### src/rtl/gcd_arbiter.sv
// Round-robin arbiter/sequencer sharing one GCD core between N_REQ requesters.
// Define GCD_ARB_TIMEOUT_EN to build the WAIT-state timeout (forced error response).
module gcd_arbiter #(
  parameter int unsigned N_REQ       = 4,
  parameter int unsigned W           = 8,
  parameter int unsigned TIMEOUT_CYC = 255
) (
  input  logic               CLK,
  input  logic               RST,
  input  logic [N_REQ-1:0]   REQ,
  input  logic [N_REQ*W-1:0] REQ_A,
  input  logic [N_REQ*W-1:0] REQ_B,
  output logic [N_REQ-1:0]   ACK,
  output logic [W-1:0]       RES_Y,
  output logic               RES_ERR,
  output logic               RES_TO,
  output logic               BUSY,
  output logic               GCD_START,
  output logic [W-1:0]       GCD_A,
  output logic [W-1:0]       GCD_B,
  input  logic [W-1:0]       GCD_Y,
  input  logic               GCD_DONE,
  input  logic               GCD_ERROR
);

  localparam int unsigned IDX_W = (N_REQ > 1) ? $clog2(N_REQ) : 1;

  typedef enum logic [1:0] {S_IDLE, S_ISSUE, S_WAIT, S_RESP} state_e;

  state_e           state_q, state_d;
  logic [IDX_W-1:0] ptr_q, ptr_d, idx_q, idx_d, grant_c;
  logic             grant_vld_c;
  logic [W-1:0]     a_q, a_d, b_q, b_d, y_q, y_d, res_y_q, res_y_d;
  logic             err_q, err_d, res_err_q, res_err_d;
  logic             busy_q, busy_d, start_q, start_d;
  logic [N_REQ-1:0] ack_q, ack_d;
  logic [W-1:0]     req_a_arr [N_REQ];
  logic [W-1:0]     req_b_arr [N_REQ];

`ifdef GCD_ARB_TIMEOUT_EN
  localparam int unsigned CNT_W = $clog2(TIMEOUT_CYC + 1);
  logic [CNT_W-1:0] cnt_q, cnt_d;
  logic             to_q, to_d, res_to_q, res_to_d;
  logic             timeout_c;

  assign timeout_c = (cnt_q == CNT_W'(TIMEOUT_CYC - 1));
`endif

  for (genvar g = 0; g < N_REQ; g++) begin : g_unpack
    assign req_a_arr[g] = REQ_A[g*W +: W];
    assign req_b_arr[g] = REQ_B[g*W +: W];
  end

  // First pending request at or after ptr, wrapping modulo N_REQ
  always_comb begin
    grant_vld_c = 1'b0;
    grant_c     = '0;
    for (int unsigned k = 0; k < N_REQ; k++) begin
      if (!grant_vld_c && REQ[IDX_W'((32'(ptr_q) + k) % N_REQ)]) begin
        grant_vld_c = 1'b1;
        grant_c     = IDX_W'((32'(ptr_q) + k) % N_REQ);
      end
    end
  end

  always_comb begin
    state_d = state_q;
    ptr_d   = ptr_q;
    idx_d   = idx_q;
    a_d     = a_q;
    b_d     = b_q;
    y_d     = y_q;
    err_d   = err_q;
`ifdef GCD_ARB_TIMEOUT_EN
    cnt_d   = cnt_q;
    to_d    = to_q;
`endif
    case (state_q)
      S_IDLE: begin
        if (grant_vld_c) begin
          state_d = S_ISSUE;
          idx_d   = grant_c;
          a_d     = req_a_arr[grant_c];
          b_d     = req_b_arr[grant_c];
        end
      end
      S_ISSUE: begin
        state_d = S_WAIT;
`ifdef GCD_ARB_TIMEOUT_EN
        cnt_d   = '0;
`endif
      end
      S_WAIT: begin
        // DONE wins over a timeout expiring on the same edge
        if (GCD_DONE) begin
          state_d = S_RESP;
          y_d     = GCD_Y;
          err_d   = GCD_ERROR;
`ifdef GCD_ARB_TIMEOUT_EN
          to_d    = 1'b0;
`endif
        end
`ifdef GCD_ARB_TIMEOUT_EN
        else if (timeout_c) begin
          state_d = S_RESP;
          y_d     = '0;
          err_d   = 1'b1;
          to_d    = 1'b1;
        end else begin
          cnt_d   = cnt_q + CNT_W'(1);
        end
`endif
      end
      S_RESP: begin
        state_d = S_IDLE;
        ptr_d   = IDX_W'((32'(idx_q) + 32'd1) % N_REQ);
      end
      default: state_d = S_IDLE;
    endcase

    busy_d    = (state_d != S_IDLE);
    start_d   = (state_d == S_ISSUE);
    ack_d     = (state_d == S_RESP) ? (N_REQ'(1) << idx_d) : '0;
    res_y_d   = (state_d == S_RESP) ? y_d : '0;
    res_err_d = (state_d == S_RESP) ? err_d : 1'b0;
`ifdef GCD_ARB_TIMEOUT_EN
    res_to_d  = (state_d == S_RESP) ? to_d : 1'b0;
`endif
  end

  always_ff @(posedge CLK) begin
    if (RST) begin
      state_q   <= S_IDLE;
      ptr_q     <= '0;
      idx_q     <= '0;
      a_q       <= '0;
      b_q       <= '0;
      y_q       <= '0;
      err_q     <= 1'b0;
      busy_q    <= 1'b0;
      start_q   <= 1'b0;
      ack_q     <= '0;
      res_y_q   <= '0;
      res_err_q <= 1'b0;
    end else begin
      state_q   <= state_d;
      ptr_q     <= ptr_d;
      idx_q     <= idx_d;
      a_q       <= a_d;
      b_q       <= b_d;
      y_q       <= y_d;
      err_q     <= err_d;
      busy_q    <= busy_d;
      start_q   <= start_d;
      ack_q     <= ack_d;
      res_y_q   <= res_y_d;
      res_err_q <= res_err_d;
    end
  end

`ifdef GCD_ARB_TIMEOUT_EN
  always_ff @(posedge CLK) begin
    if (RST) begin
      cnt_q    <= '0;
      to_q     <= 1'b0;
      res_to_q <= 1'b0;
    end else begin
      cnt_q    <= cnt_d;
      to_q     <= to_d;
      res_to_q <= res_to_d;
    end
  end

  assign RES_TO = res_to_q;
`else
  assign RES_TO = 1'b0;
`endif

  assign ACK       = ack_q;
  assign RES_Y     = res_y_q;
  assign RES_ERR   = res_err_q;
  assign BUSY      = busy_q;
  assign GCD_START = start_q;
  assign GCD_A     = a_q;
  assign GCD_B     = b_q;

endmodule

### config.mk
export PLATFORM = sky130hd
export DESIGN_NAME = gcd_arbiter
export DESIGN_NICKNAME = d
export VERILOG_FILES = /design/src/rtl/gcd_arbiter.sv
export SDC_FILE = /design/constraint.sdc
export NUM_CORES = 1
export LEC_CHECK = 0
export CAP_MARGIN = 20
export CORE_UTILIZATION = 32
export CTS_CLUSTER_DIAMETER = 200
export CTS_CLUSTER_SIZE = 8
export DETAILED_ROUTE_END_ITERATION = 7
export PLACE_DENSITY = 0.84
export REMOVE_ABC_BUFFERS = 1
export SETUP_SLACK_MARGIN = 0.3
export SLEW_MARGIN = 10
export SYNTH_ARGS = -nofsm -noshare
export SYNTH_HDL_FRONTEND = slang
export SYNTH_SLANG_ARGS = --single-unit
### constraint.sdc
create_clock -name CLK -period 2 [get_ports CLK]
set_input_delay 0.6 -clock CLK [delete_from_list [all_inputs] [get_ports CLK]]
set_output_delay 0.6 -clock CLK [all_outputs]
set_load 0.1 [all_outputs]
* Yosys cells after proc, flatten, opt, wreduce, memory -nomap -nowiden
Cells that the tools add are included.
** Storage, ports and cells
- Output and inout bits :: 32
- Input port bits :: 80
- Register bits :: 46
- Word-level logic and storage cells :: 70
** Cells by class
- Add/subtract/negate cells :: 4
- Shift-type cells :: 1
- Bitwise operators :: 2
- Muxes and demuxes :: 31
- Magnitude comparators :: 5
- Reductions and logical operators :: 10
- Equal/unequal tests :: 5
** Operators by type and width (count)
- two-way mux 8 bit :: 6
- binary-select mux 8 bit (select 2 bit) :: 2
- two-way mux 2 bit :: 8
- < comparator 2 x 3 -> 1 bit, second input constant :: 4
- two-way mux 1 bit :: 10
- binary-select mux 1 bit (select 2 bit) :: 4
- one-hot mux 2 bit (4 select lines) :: 1
- equality test 2 bit, second input constant :: 3
- adder 2 x 1 -> 2 bit, second input constant :: 2
- adder 2 bit, second input constant :: 2
- equality test 2 x 1 -> 1 bit, second input constant :: 2
- << shifter 1 x 2 -> 4 bit, first input constant :: 1
- >= comparator 3 bit, second input constant :: 1
- logical AND 1 bit :: 3
- zero test 1 bit :: 3
- NOT 2 -> 3 bit :: 1
- zero test 2 bit :: 1
- AND reduction 2 bit :: 1
- nonzero test 2 bit :: 1
- OR reduction 2 bit :: 1
- NOT 1 bit :: 1

* Longest topological paths before layout
Gate-level depths: netlist of run 1.
- Depth after elaboration :: 17
- Depth in mapped cells :: 7
- Mapped depth without buffers :: 5

* Worst setup path before layout of run 1
OpenSTA, ideal clock, no wires.
- Path kind :: input port to flip-flop
- From :: in REQ[2]
- To :: reg a_q[0], in the netlist GCD_A[0]
- Library setup time :: 0.138 ns
- Slack :: -0.052 ns
- Required time :: 1.862 ns
- Arrival time :: 1.914 ns
- Stages :: 7
- Buffers on the path :: 2
- Cells stage by stage :: nor2b_1 or4b_1 and2_1 buf_6 buf_6 mux2i_1 o221ai_1
** On the way
- Cells in the longest elaborated chain, start to end :: 16
- Elaborated cells on any way between the ends :: 27
- Classes of those cells :: 19 x mux; 1 x bitwise; 7 x reduce/logical
** RTL lines
- start: declaration :: RTL line 10 : input logic [N_REQ-1:0] REQ,
- binary-select mux 1 bit (select 2 bit) :: RTL line 59 : if (!grant_vld_c && REQ[IDX_W'((32'(ptr_q) + k) % N_REQ)]) begin
- two-way mux 1 bit (implied by the code) :: RTL line 59
- two-way mux 1 bit :: RTL line 59
- zero test 1 bit :: RTL line 59
- logical AND 1 bit :: RTL line 59
- two-way mux 1 bit :: RTL line 59
- zero test 1 bit :: RTL line 59
- logical AND 1 bit :: RTL line 59
- two-way mux 1 bit :: RTL line 59
- zero test 1 bit :: RTL line 59
- logical AND 1 bit :: RTL line 59
- two-way mux 2 bit :: RTL line 59
- NOT 2 -> 3 bit (implied by the code) :: RTL line 83 : a_d = req_a_arr[grant_c];
- binary-select mux 8 bit (select 2 bit) :: RTL line 83
- two-way mux 8 bit (implied by the code) (2 in series) :: RTL line 83
- end signal: assignment :: RTL line 136 : a_q <= '0;
- end signal: assignment :: RTL line 149 : a_q <= a_d;
- end: declaration :: RTL line 33 : logic [W-1:0] a_q, a_d, b_q, b_d, y_q, y_d, res_y_q, res_y_d;
Several ways; a longest one is shown, not always the timed one. The select of a mux whose other input is x is not followed.
A chain may end at the register's enable or synchronous reset.

* Final worst setup path of run 1
- From :: in REQ[0]
- To :: reg a_q[0], in the netlist GCD_A[0]
The elaborated chain is that of the path after synthesis.

==> impl_metrics.ini, run 1 <==
[drt]
drt_iter0_drc = 57
ant_nets = 0
drt_wl_total_mm = 5.47
wl_per_cell_um = 14.9
dr.pass1.iters = 5
drc = 0
vias = 1798
vias_per_cell = 4.91

[clocking]
h-tree-depth = 2
numCtsBuffers = 5
clkTransAtPathRegs_ns = 0.08
cts_root_buf = clkbuf_8
cts_buffer_depth = 2
cts_tree = built
cts.sinks = 37
clk_latency_ns = 0.29

[grt]
antenna_found_initial = 0
overflow = 0
grt_pass1_wl_mm = 8.02
grt_max_degree = 17
grt_pass1_vias = 1819
grt_util_all_layers = 0.190

[timing]
tns_ns = 0
drv_slew = 0
period_share = 0.945
final-setup-viol-count = 0
fmax_mhz = 529
hold_viol = 0
fin_hold_ws_ns = 0.514
rsz0062_at_grt = yes
fin_crit_ns = 1.89
finClkSkew_ns = 0.00692

[placed_design]
place_hpwl_mm = 4.00
io_buffers = 110
finalWeightedCongestion = 0.746
placed_cells = 352

[floorplanning]
die_area_mm2 = 0.00558
coreArea_mm2 = 0.00511
die_h_um = 74.7
die_w_um = 74.7
rows = 26
io_pins = 112
start_util = 0.331

[layout]
drive_gt1_frac = 0.287
final_common_cell = clkdlybuf4s50_1
most-common-layout-cells = 75 x clkdlybuf4s50_1, 36 x dfxtp_1, 33 x buf_12
nets = 375
layout.cells.non_filler = 366
diodes = 0
synthToLayoutAreaGrowth_pct = 114

[worst_setup_path]
worst_setup_path_start_kind = input port
required_ns = 2.17
cp-end-kind = register
crit_slowest_cell = or4b_4
cp_slowest_stage_delay_ns = 0.53
arrival_ns = 2.06
path_cells = buf_8 -> nor2b_4 -> or4b_4 -> and2_4 -> buf_12 -> mux2i_1 -> o221ai_1
crit_type = input port to register
crit_path_max_fanout = 10

[logic_synthesis]
syn-cell-area_mm2 = 0.00169
ys_seq_area_frac = 0.438
ys_seq_elements = 37
netlist_instances = 170
synth.distinct_cells = 34
avgSynthCellArea_um2 = 9.94
ys.warnings.count = 0

[min_path]
hold_class = register to register

[power_and_ir_drop]
swShare = 0.429
p_leak_nw = 1.52
clock_power_share = 0.184
combinationalPowerShare = 0.554
intPower_mw = 2.38
p_per_area_mw_per_mm2 = 1150
seq_power_share = 0.263
p_total_mw = 4.17
peakVddDrop_mv = 0.644
power_switching_mw = 1.79

[flow_run]
cap_violations = 0

[status]
outcome = complete, no violations
sequential cells by signal, summed over array words and instances (netlist names):
register	cells
BUSY	1
ptr_q	2
GCD_B	8
ACK	4
RES_Y	8
RES_ERR	1
idx_q	2
GCD_START	1
state_q	2
GCD_A	8
cell families after synthesis:
logic type / after synthesis / synth area share
compound gates: 29 / 0.139
xor+xnor: 2 / 0.0104
buf+inv: 13 / 0.0496
flops: 37 / 0.438
mux: 33 / 0.196
other cells: 1 / 0.00222
simple gates: 55 / 0.164
cell usage after synthesis (all sizes together):
library cell / n / share of area
dfxtp: 37 / 0.44
a311oi: 2 / 0.010
conb: 1 / 0.0022
or4: 1 / 0.0044
or4b: 1 / 0.0059
o221ai: 15 / 0.078
clkbuf: 6 / 0.013
a21o: 1 / 0.0044
and3: 1 / 0.0037
and2: 10 / 0.037
or3: 1 / 0.0037
xnor2: 2 / 0.010
nand2: 20 / 0.044
nor3: 2 / 0.0059
a41oi: 1 / 0.0052
o21bai: 1 / 0.0044
nor2: 10 / 0.022
o31a: 1 / 0.0052
o22a: 1 / 0.0052
nor4: 2 / 0.011
o211ai: 2 / 0.0089
buf: 7 / 0.036
mux2: 1 / 0.0067
a21boi: 2 / 0.0089
nor2b: 4 / 0.015
or2: 1 / 0.0037
a21oi: 2 / 0.0059
o21ai: 1 / 0.0030
mux2i: 32 / 0.19
nand2b: 2 / 0.0074
power groups by stage:
stage | sequential (mW) | combinational (mW) | clock [mW]
global placement | 1.08 | 2.13 | 0
floorplan | 1.90 | 0.414 | 0
detailed placement | 1.09 | 2.15 | 0
global route | 1.11 | 2.40 | 0.816
CTS | 1.08 | 2.24 | 0.788
finish | 1.09 | 2.31 | 0.766
metal layers:
layer,track usage,wire length [um],vias to the layer above
met3,0.0696,570,9
met4,0.0566,57,0
li1,-,-,868
met2,0.355,2880,85
met5,0,0,-
met1,0.197,1960,836
worst paths after layout:
kind,start,to,slack (ns),cells past startpoint
worst min register to register,idx_q[0]$_SDFF_PP0_,ptr_q[0]$_SDFFE_PP0N_,0.51,1
worst max register to register,ptr_q[1]$_SDFFE_PP0N_,GCD_A[0]$_SDFFE_PP0P_,0.22,5
worst min-delay path,idx_q[0]$_SDFF_PP0_,ptr_q[0]$_SDFFE_PP0N_,0.51,1
worst max-delay path,REQ[0],GCD_A[0]$_SDFFE_PP0P_,0.11,7
final cells by class:
class	instances	area [um^2]
Timing Repair Buffer	131	1660
Clock inverter	3	65.1
Tap cell	70	87.6
Multi-Input combinational cell	120	1000
Fill cell	387	1490
Sequential cell	37	742
Clock buffer	5	68.8
what timing repair did:
| action | CTS | global route |
|---|---|---|
| buffers inserted | 1 | 2 |
| gates cloned | 2 | 1 |
| gates resized for setup | 38 | 22 |
| endpoints found under the setup margin | 25 | 31 |
| hold buffers | 0 | 0 |
| pin swaps | 10 | 9 |
| endpoints found under the hold margin | 0 | 0 |
through the flow:
stage	cell area, um^2	util	worst slack (ns)
after floorplan	1610	-	-0.522
after global placement	3230	0.633	-0.627
after detailed placement	3230	0.633	-0.700
after CTS	3490	0.683	0.126
after global routing	3620	0.709	0.0705
final	3620	0.709	0.109
critical path, delay by kind of cell:
kind,cells,cell delay (ns)
AND/OR/NAND/NOR,3,0.87
buffers and inverters,2,0.26
multiplexers,1,0.18
AO/OA/AOI/OAI,1,0.14
No activity file was read; power rests on OpenSTA's default activity.
==> inputs of run 2 (changes only) <==
==> constraint.sdc (replaced) <==
create_clock -name CLK -period 1.7 [get_ports CLK]
set_input_delay 0.51 -clock CLK [delete_from_list [all_inputs] [get_ports CLK]]
set_output_delay 0.51 -clock CLK [all_outputs]
set_load 0.1 [all_outputs]
==> impl_metrics.ini, run 2 (synthesis gave the netlist of run 1 again) <==
[status]
outcome = finished, violations left
violations = setup timing

[layout]
diodes = 0
synthToLayoutAreaGrowth_pct = 119
most-common-layout-cells = 73 x clkdlybuf4s50_1, 33 x buf_12, 29 x dfxtp_1
drive_gt1_frac = 0.353
nets = 379
stdcell_area_mm2 = 0.00370
final_common_cell = clkdlybuf4s50_1

[timing]
hold_viol = 0
fmax_mhz = 547
final-setup-viol-count = 16
rsz0062_at_grt = yes
period_share = 1.08
drv_slew = 0
fin_crit_ns = 1.83
finalWorstSetupSlack_ns = -0.128
fin_hold_ws_ns = 0.500
finClkSkew_ns = 0.00570

[clocking]
h-tree-depth = 2
cts_tree = built
cts_buffer_depth = 2
numCtsBuffers = 5
clk_latency_ns = 0.28
clkTransAtPathRegs_ns = 0.08
cts_hold_buffers = 0
cts.sinks = 37
cts_root_buf = clkbuf_8

[worst_setup_path]
worst_setup_path_start_kind = input port
regToRegEndpoint = GCD_B[0]$_SDFFE_PP0P_
cp-end-kind = register
reg2reg_depth = 6
crit_path_max_fanout = 5
r2r_start = ptr_q[0]$_SDFFE_PP0N_
required_ns = 1.85
reg2reg_setup_slack_ns = -0.10
arrival_ns = 1.97
crit_type = input port to register

[drt]
vias = 1886
drt_iter0_drc = 55
wl_per_cell_um = 16.8
drt_wl_total_mm = 6.21
dr.pass1.iters = 4
drc = 0
vias_per_cell = 5.10
ant_nets = 0

[power_and_ir_drop]
seq_power_share = 0.270
p_leak_nw = 1.55
clock_power_share = 0.138
intPower_mw = 2.67
combinationalPowerShare = 0.591
p_per_area_mw_per_mm2 = 1300
p_total_mw = 4.81
peakVddDrop_mv = 0.871
swShare = 0.446
power_switching_mw = 2.14

[floorplanning]
die_w_um = 74.7
rows = 26
die_h_um = 74.7
io_pins = 112
start_util = 0.331
coreArea_mm2 = 0.00511
die_area_mm2 = 0.00558

[grt]
grt_max_degree = 17
grt_pass1_wl_mm = 8.67
grt_util_all_layers = 0.207
overflow = 0
grt_pass1_vias = 1936
antenna_found_initial = 0

[min_path]
hold_class = register to register
hold_end = GCD_B[4]$_SDFFE_PP0P_
whs_path_depth = 2
hold_path_startpoint = GCD_B[4]$_SDFFE_PP0P_

[placed_design]
finalWeightedCongestion = 0.780
place_hpwl_mm = 4.12
post-place-ws_ns = -0.885
dpl_cell_area_mm2 = 0.00326
io_buffers = 110

[flow_run]
cap_violations = 0
run 2: power by group through the flow:
stage | combinational (mW) | sequential (mW) | clock (mW)
after global placement | 2.54 | 1.27 | 0
final | 2.84 | 1.30 | 0.664
after CTS | 2.69 | 1.27 | 0.688
after global routing | 2.94 | 1.33 | 0.717
after detailed placement | 2.57 | 1.28 | 0
after floorplan | 0.487 | 2.23 | 0
run 2: cell type report:
type / instances / area, um^2
repair buffers: 135 / 1730
fillers: 341 / 1400
multi-input cells: 120 / 1040
flip-flops and latches: 37 / 751
clock buffers: 7 / 96.3
well taps: 70 / 87.6
clock inverters: 1 / 5.00
run 2: critical path, cell delays in order:
cell	delay (ns)
buf_8	0.10
nor2b_4	0.12
or4b_4	0.51
and2_4	0.24
buf_16	0.16
mux2i_2	0.20
o221ai_1	0.14
run 2: metal layers:
metal | GRT usage | vias up | routed length [um]
met2 | 0.406 | 93 | 3380
met4 | 0.0713 | 0 | 61
met3 | 0.0602 | 9 | 586
met5 | 0 | - | 0
li1 | - | 873 | -
met1 | 0.206 | 911 | 2180
run 2: timing repair:
item | 4_1_cts | 5_1_grt
endpoints found under the setup margin | 35 | 34
gates resized for setup | 51 | 35
cloned | 3 | 1
pin swaps | 10 | 15
setup buffers | 2 | 2
run 2: metrics by stage:
step                      instances  TNS [ns]   util
final                           370     -1.35  0.725
after global routing            370     -1.81  0.725
after CTS                       367    -0.509  0.690
after detailed placement        354    -20.40  0.638
after global placement          354    -18.28  0.638
after floorplan                 157    -11.67      -
run 2: worst max-delay path by stage:
stage | cells after the start | from | endpoint
3_5_place_dp | 7 | REQ[3] | GCD_A[1]$_SDFFE_PP0P_
3_3_place_gp | 7 | REQ[2] | GCD_B[3]$_SDFFE_PP0P_
4_1_cts | 7 | REQ[0] | GCD_A[1]$_SDFFE_PP0P_
2_1_floorplan | 5 | REQ[0] | GCD_A[0]$_SDFFE_PP0P_
5_1_grt | 7 | REQ[0] | GCD_B[0]$_SDFFE_PP0P_
6_report | 7 | REQ[0] | GCD_B[0]$_SDFFE_PP0P_
==> RTL edit 1, RTL diff (config.mk and constraints of run 1) <==
Add a define of `GCD_ARB_TIMEOUT_EN`.
--- a/src/rtl/gcd_arbiter.sv
+++ b/src/rtl/gcd_arbiter.sv
@@ -1,5 +1,7 @@
 // Round-robin arbiter/sequencer sharing one GCD core between N_REQ requesters.
 // Define GCD_ARB_TIMEOUT_EN to build the WAIT-state timeout (forced error response).
+`define GCD_ARB_TIMEOUT_EN
+
 module gcd_arbiter #(
   parameter int unsigned N_REQ       = 4,
   parameter int unsigned W           = 8,
Formal check against the unedited RTL: no difference found for any inputs over 4 cycles, from zero or initial values and one cycle with RST high; that may be too few to reach the edited logic, so the function may still have changed.
==> RTL edit 1 against run 1 <==
Synthesized area increased by 41%; total power decreased by 23%; worst setup slack improved by 0.18 ns; highest routed layer unchanged; register-to-register slack improved by 0.10 ns; via count increased by 43%; cell count increased by 35%; sequential cell count increased by 9; wire length increased by 52%; critical endpoint is now ACK[2]$_SDFF_PP0_; cell area increased by 23%; first-iteration DRC count increased by 63%.
==> RTL edit 1: results (changes against run 1) <==
Global routing
  – Vias in the first global route: 2,574 (+42%)

Layout
  – Final std cells w/o fill: 495 (+35%)
  – # clk buffers: 7 (+2)

Synthesis
  – Cell variety after synth: 51 (+50%)
  – Sequential share of the synthesized area: 38.7% (-5.1 points)
  – Post-Synth Adder-Cell Area: 1.05% (+1.1 points)
  – Xor-xnor portion of the synthesized cell area: 1.84% (+0.80 points)
  – Syn Inst Count: 250 (+47%)

Timing
  – Period utilization: 85.5% (-9.1 points)
  – Clk_skew: 0.00417 ns (-0.00276 ns)

Placed design
  – Placed inst area: 4120 µm² (+27%)
  – Hpwl dp: 5990 µm (+50%)
  – IO Port Bufs: 111 (+0.91%)
  – Final GP Congestion: 0.834 (+12%)

Pwr
  – Combinational share of power: 44.3% (-11 points)
  – Maximum vdd drop: 0.468 mV (-27%)
  – Clock network power share: 21.7% (+3.3 points)
  – Sw frac: 37.2% (-5.7 points)

Hold path
  – Hold path endpoint: GCD_B[0]$_SDFFE_PP0P_
  – HP Start: GCD_B[0]$_SDFFE_PP0P_

Drt
  – Vias: 2,563 (+43%)
  – Wl on met1: 3070 µm (+57%)

Run status
  – Outcome: finished, final reports clean

Worst setup path
  – Worst-path maximum fanout: 5 (-5)
  – Worst reg2reg path startpoint: cnt_q[0]$_SDFFE_PP0P_
  – R2R depth: 6 (+1)
## RTL edit 1: cell types whose count changed in the layout (fill, tap and decap cells not counted), sizes merged, moves of 5 or more
| cell | change |
|---|---|
| o221ai | -5 |
| nand4 | +6 |
| and3 | +10 |
| buf | +25 |
| nand3b | +10 |
| a21o | +8 |
| dfxtp | +9 |
| o31ai | +7 |
| a21oi | +6 |
| and2 | -8 |
| nor2 | +7 |
## RTL edit 1: cell families after synthesis
| logic type | count (synthesis) |
|---|---|
| XOR/XNOR | 5 |
| multiplexers | 29 |
| AO/OA/AOI/OAI | 57 |
| AND/OR/NAND/NOR | 92 |
| buffers and inverters | 19 |
| adder cells (fa/ha/maj) | 2 |
| flip-flops | 46 |
## RTL edit 1: critical path, cell delays in order
cell and delay (ns):
buf_8 0.11, nor4_4 0.29, nand2b_4 0.20, buf_12 0.10, o41ai_4 0.08, or4_4 0.45, nor2_1 0.12
==> RTL edit 2, RTL diff (flow settings as in run 1) <==
Made on the original files. Remove the register `res_err_q`: a continuous assignment takes its place, so the output `RES_ERR` follows one clock earlier.
--- a/src/rtl/gcd_arbiter.sv
+++ b/src/rtl/gcd_arbiter.sv
@@ -141,7 +141,6 @@
       start_q   <= 1'b0;
       ack_q     <= '0;
       res_y_q   <= '0;
-      res_err_q <= 1'b0;
     end else begin
       state_q   <= state_d;
       ptr_q     <= ptr_d;
@@ -154,9 +153,10 @@
       start_q   <= start_d;
       ack_q     <= ack_d;
       res_y_q   <= res_y_d;
-      res_err_q <= res_err_d;
     end
   end
+
+  assign res_err_q = res_err_d;
 
 `ifdef GCD_ARB_TIMEOUT_EN
   always_ff @(posedge CLK) begin
Function: changed (a bounded check fails within 4 cycles, from zero or initial values and one cycle with RST high).
==> RTL edit 2 against run 1 <==
Combinational power is 13% lower; sequential cell count is 1 lower; synthesized area grew 6.7%; cell count grew 6.3%; synthesized cell count up 5.3%; worst setup slack improved by 0.15 ns; critical path depth grew 1; wire length is 20% higher; total power down 16%; via count increased by 6.9%; cell area rose by 6.9%; clock skew up 0.0032 ns; first-iteration DRC count grew 26%; highest routed layer unchanged.
==> RTL edit 2: results (changes against run 1) <==
Run status
  – Outcome: finished, final reports clean

Global routing
  – Met1 usage: 21.5% (+1.8 points)
  – Grt met3 use: 7.50% (+0.54 points)
  – Tot GR Track Use: 21.1% (+2.1 points)
  – Global-route wire length before repair: 9780 µm (+22%)
  – Vias in the first global route: 2,045 (+12%)

Layout
  – Comb_multi_in: 126 (+5.0%)
  – Area Overhead vs Synth: 115%
  – Share of cells above drive strength 1: 37.6% (+8.9 points)
  – Logic inverters: 3 (+3)
  – Signal buf overhead: 47.0% (+1.2 points)
  – Sequential cell count: 36 (-2.7%)
  – # nets final: 398 (+6.1%)
  – Non-CTS buffers: 146 (+11%)
  – # clk buffers: 8 (+3)

Worst setup path
  – Worst reg2reg path startpoint: ptr_q[0]$_SDFFE_PP0N_
  – Slowest CP cell: a2bb2oi_4
  – Crit path launch: REQ[1]
  – Worst-path maximum fanout: 6 (-4)
  – Crit-path max cell delay: 0.24 ns (-0.29 ns)

Synthesis
  – Commonest cells in the netlist: 36 x dfxtp_1, 33 x mux2i_1, 23 x nand2_1, 12 x a21oi_1, 11 x o221ai_2
  – Syn Inst Count: 179 (+5.3%)
  – Sequential share of the synthesized area: 40.0% (-3.8 points)

Drt
  – Vias: 1,922 (+6.9%)
  – Pre-antenna DRT Iters: 4 (-1)
  – Avg WL per Cell: 16.9 µm (+13%)
  – Wl on met1: 2340 µm (+20%)
  – Via density: 4.94 (+0.58%)
  – Drt initial violations: 72 (+26%)
  – Met3 Routed Length: 573 µm (+0.53%)

Placed design
  – Dpl cells: 363 (+3.1%)
  – Final GP Congestion: 0.773 (+3.6%)
  – Hpwl dp: 4220 µm (+5.3%)
  – Placed inst area: 3410 µm² (+5.5%)

Timing
  – Clk_skew: 0.0101 ns (+0.00318 ns)

Pwr
  – Pwr dens: 900 nW/µm² (-22%)
  – Sw frac: 42.5% (-0.43 points)
==> RTL edit 2: timing repair <==
action / in CTS / in global routing
cloned: 3 / 0
gates resized for setup: 43 / 27
pin swaps: 7 / 8
endpoints found under the setup margin: 25 / 24
buffers inserted: 11 / 4
==> RTL edit 2: worst paths after layout <==
check	end	slack (ns)	cells past startpoint
setup / recovery	GCD_B[2]$_SDFFE_PP0P_	0.26	8
hold / removal	ptr_q[0]$_SDFFE_PP0N_	0.53	2
setup reg to reg	GCD_B[2]$_SDFFE_PP0P_	0.29	8
hold reg to reg	ptr_q[0]$_SDFFE_PP0N_	0.53	2
==> RTL edit 2: kinds of logic (layout without fill, tap and decap cells) <==
logic type | count (synthesis) | in the layout | share of synthesized area (%)
AND/OR/NAND/NOR | 54 | 54 | 15.8
AO/OA/AOI/OAI | 36 | 36 | 18.7
flip-flops | 36 | 36 | 40.0
multiplexers | 33 | 33 | 18.3
buffers and inverters | 17 | 157 | 5.97
XOR/XNOR | 2 | 2 | 0.972
other | 1 | 1 | 0.208
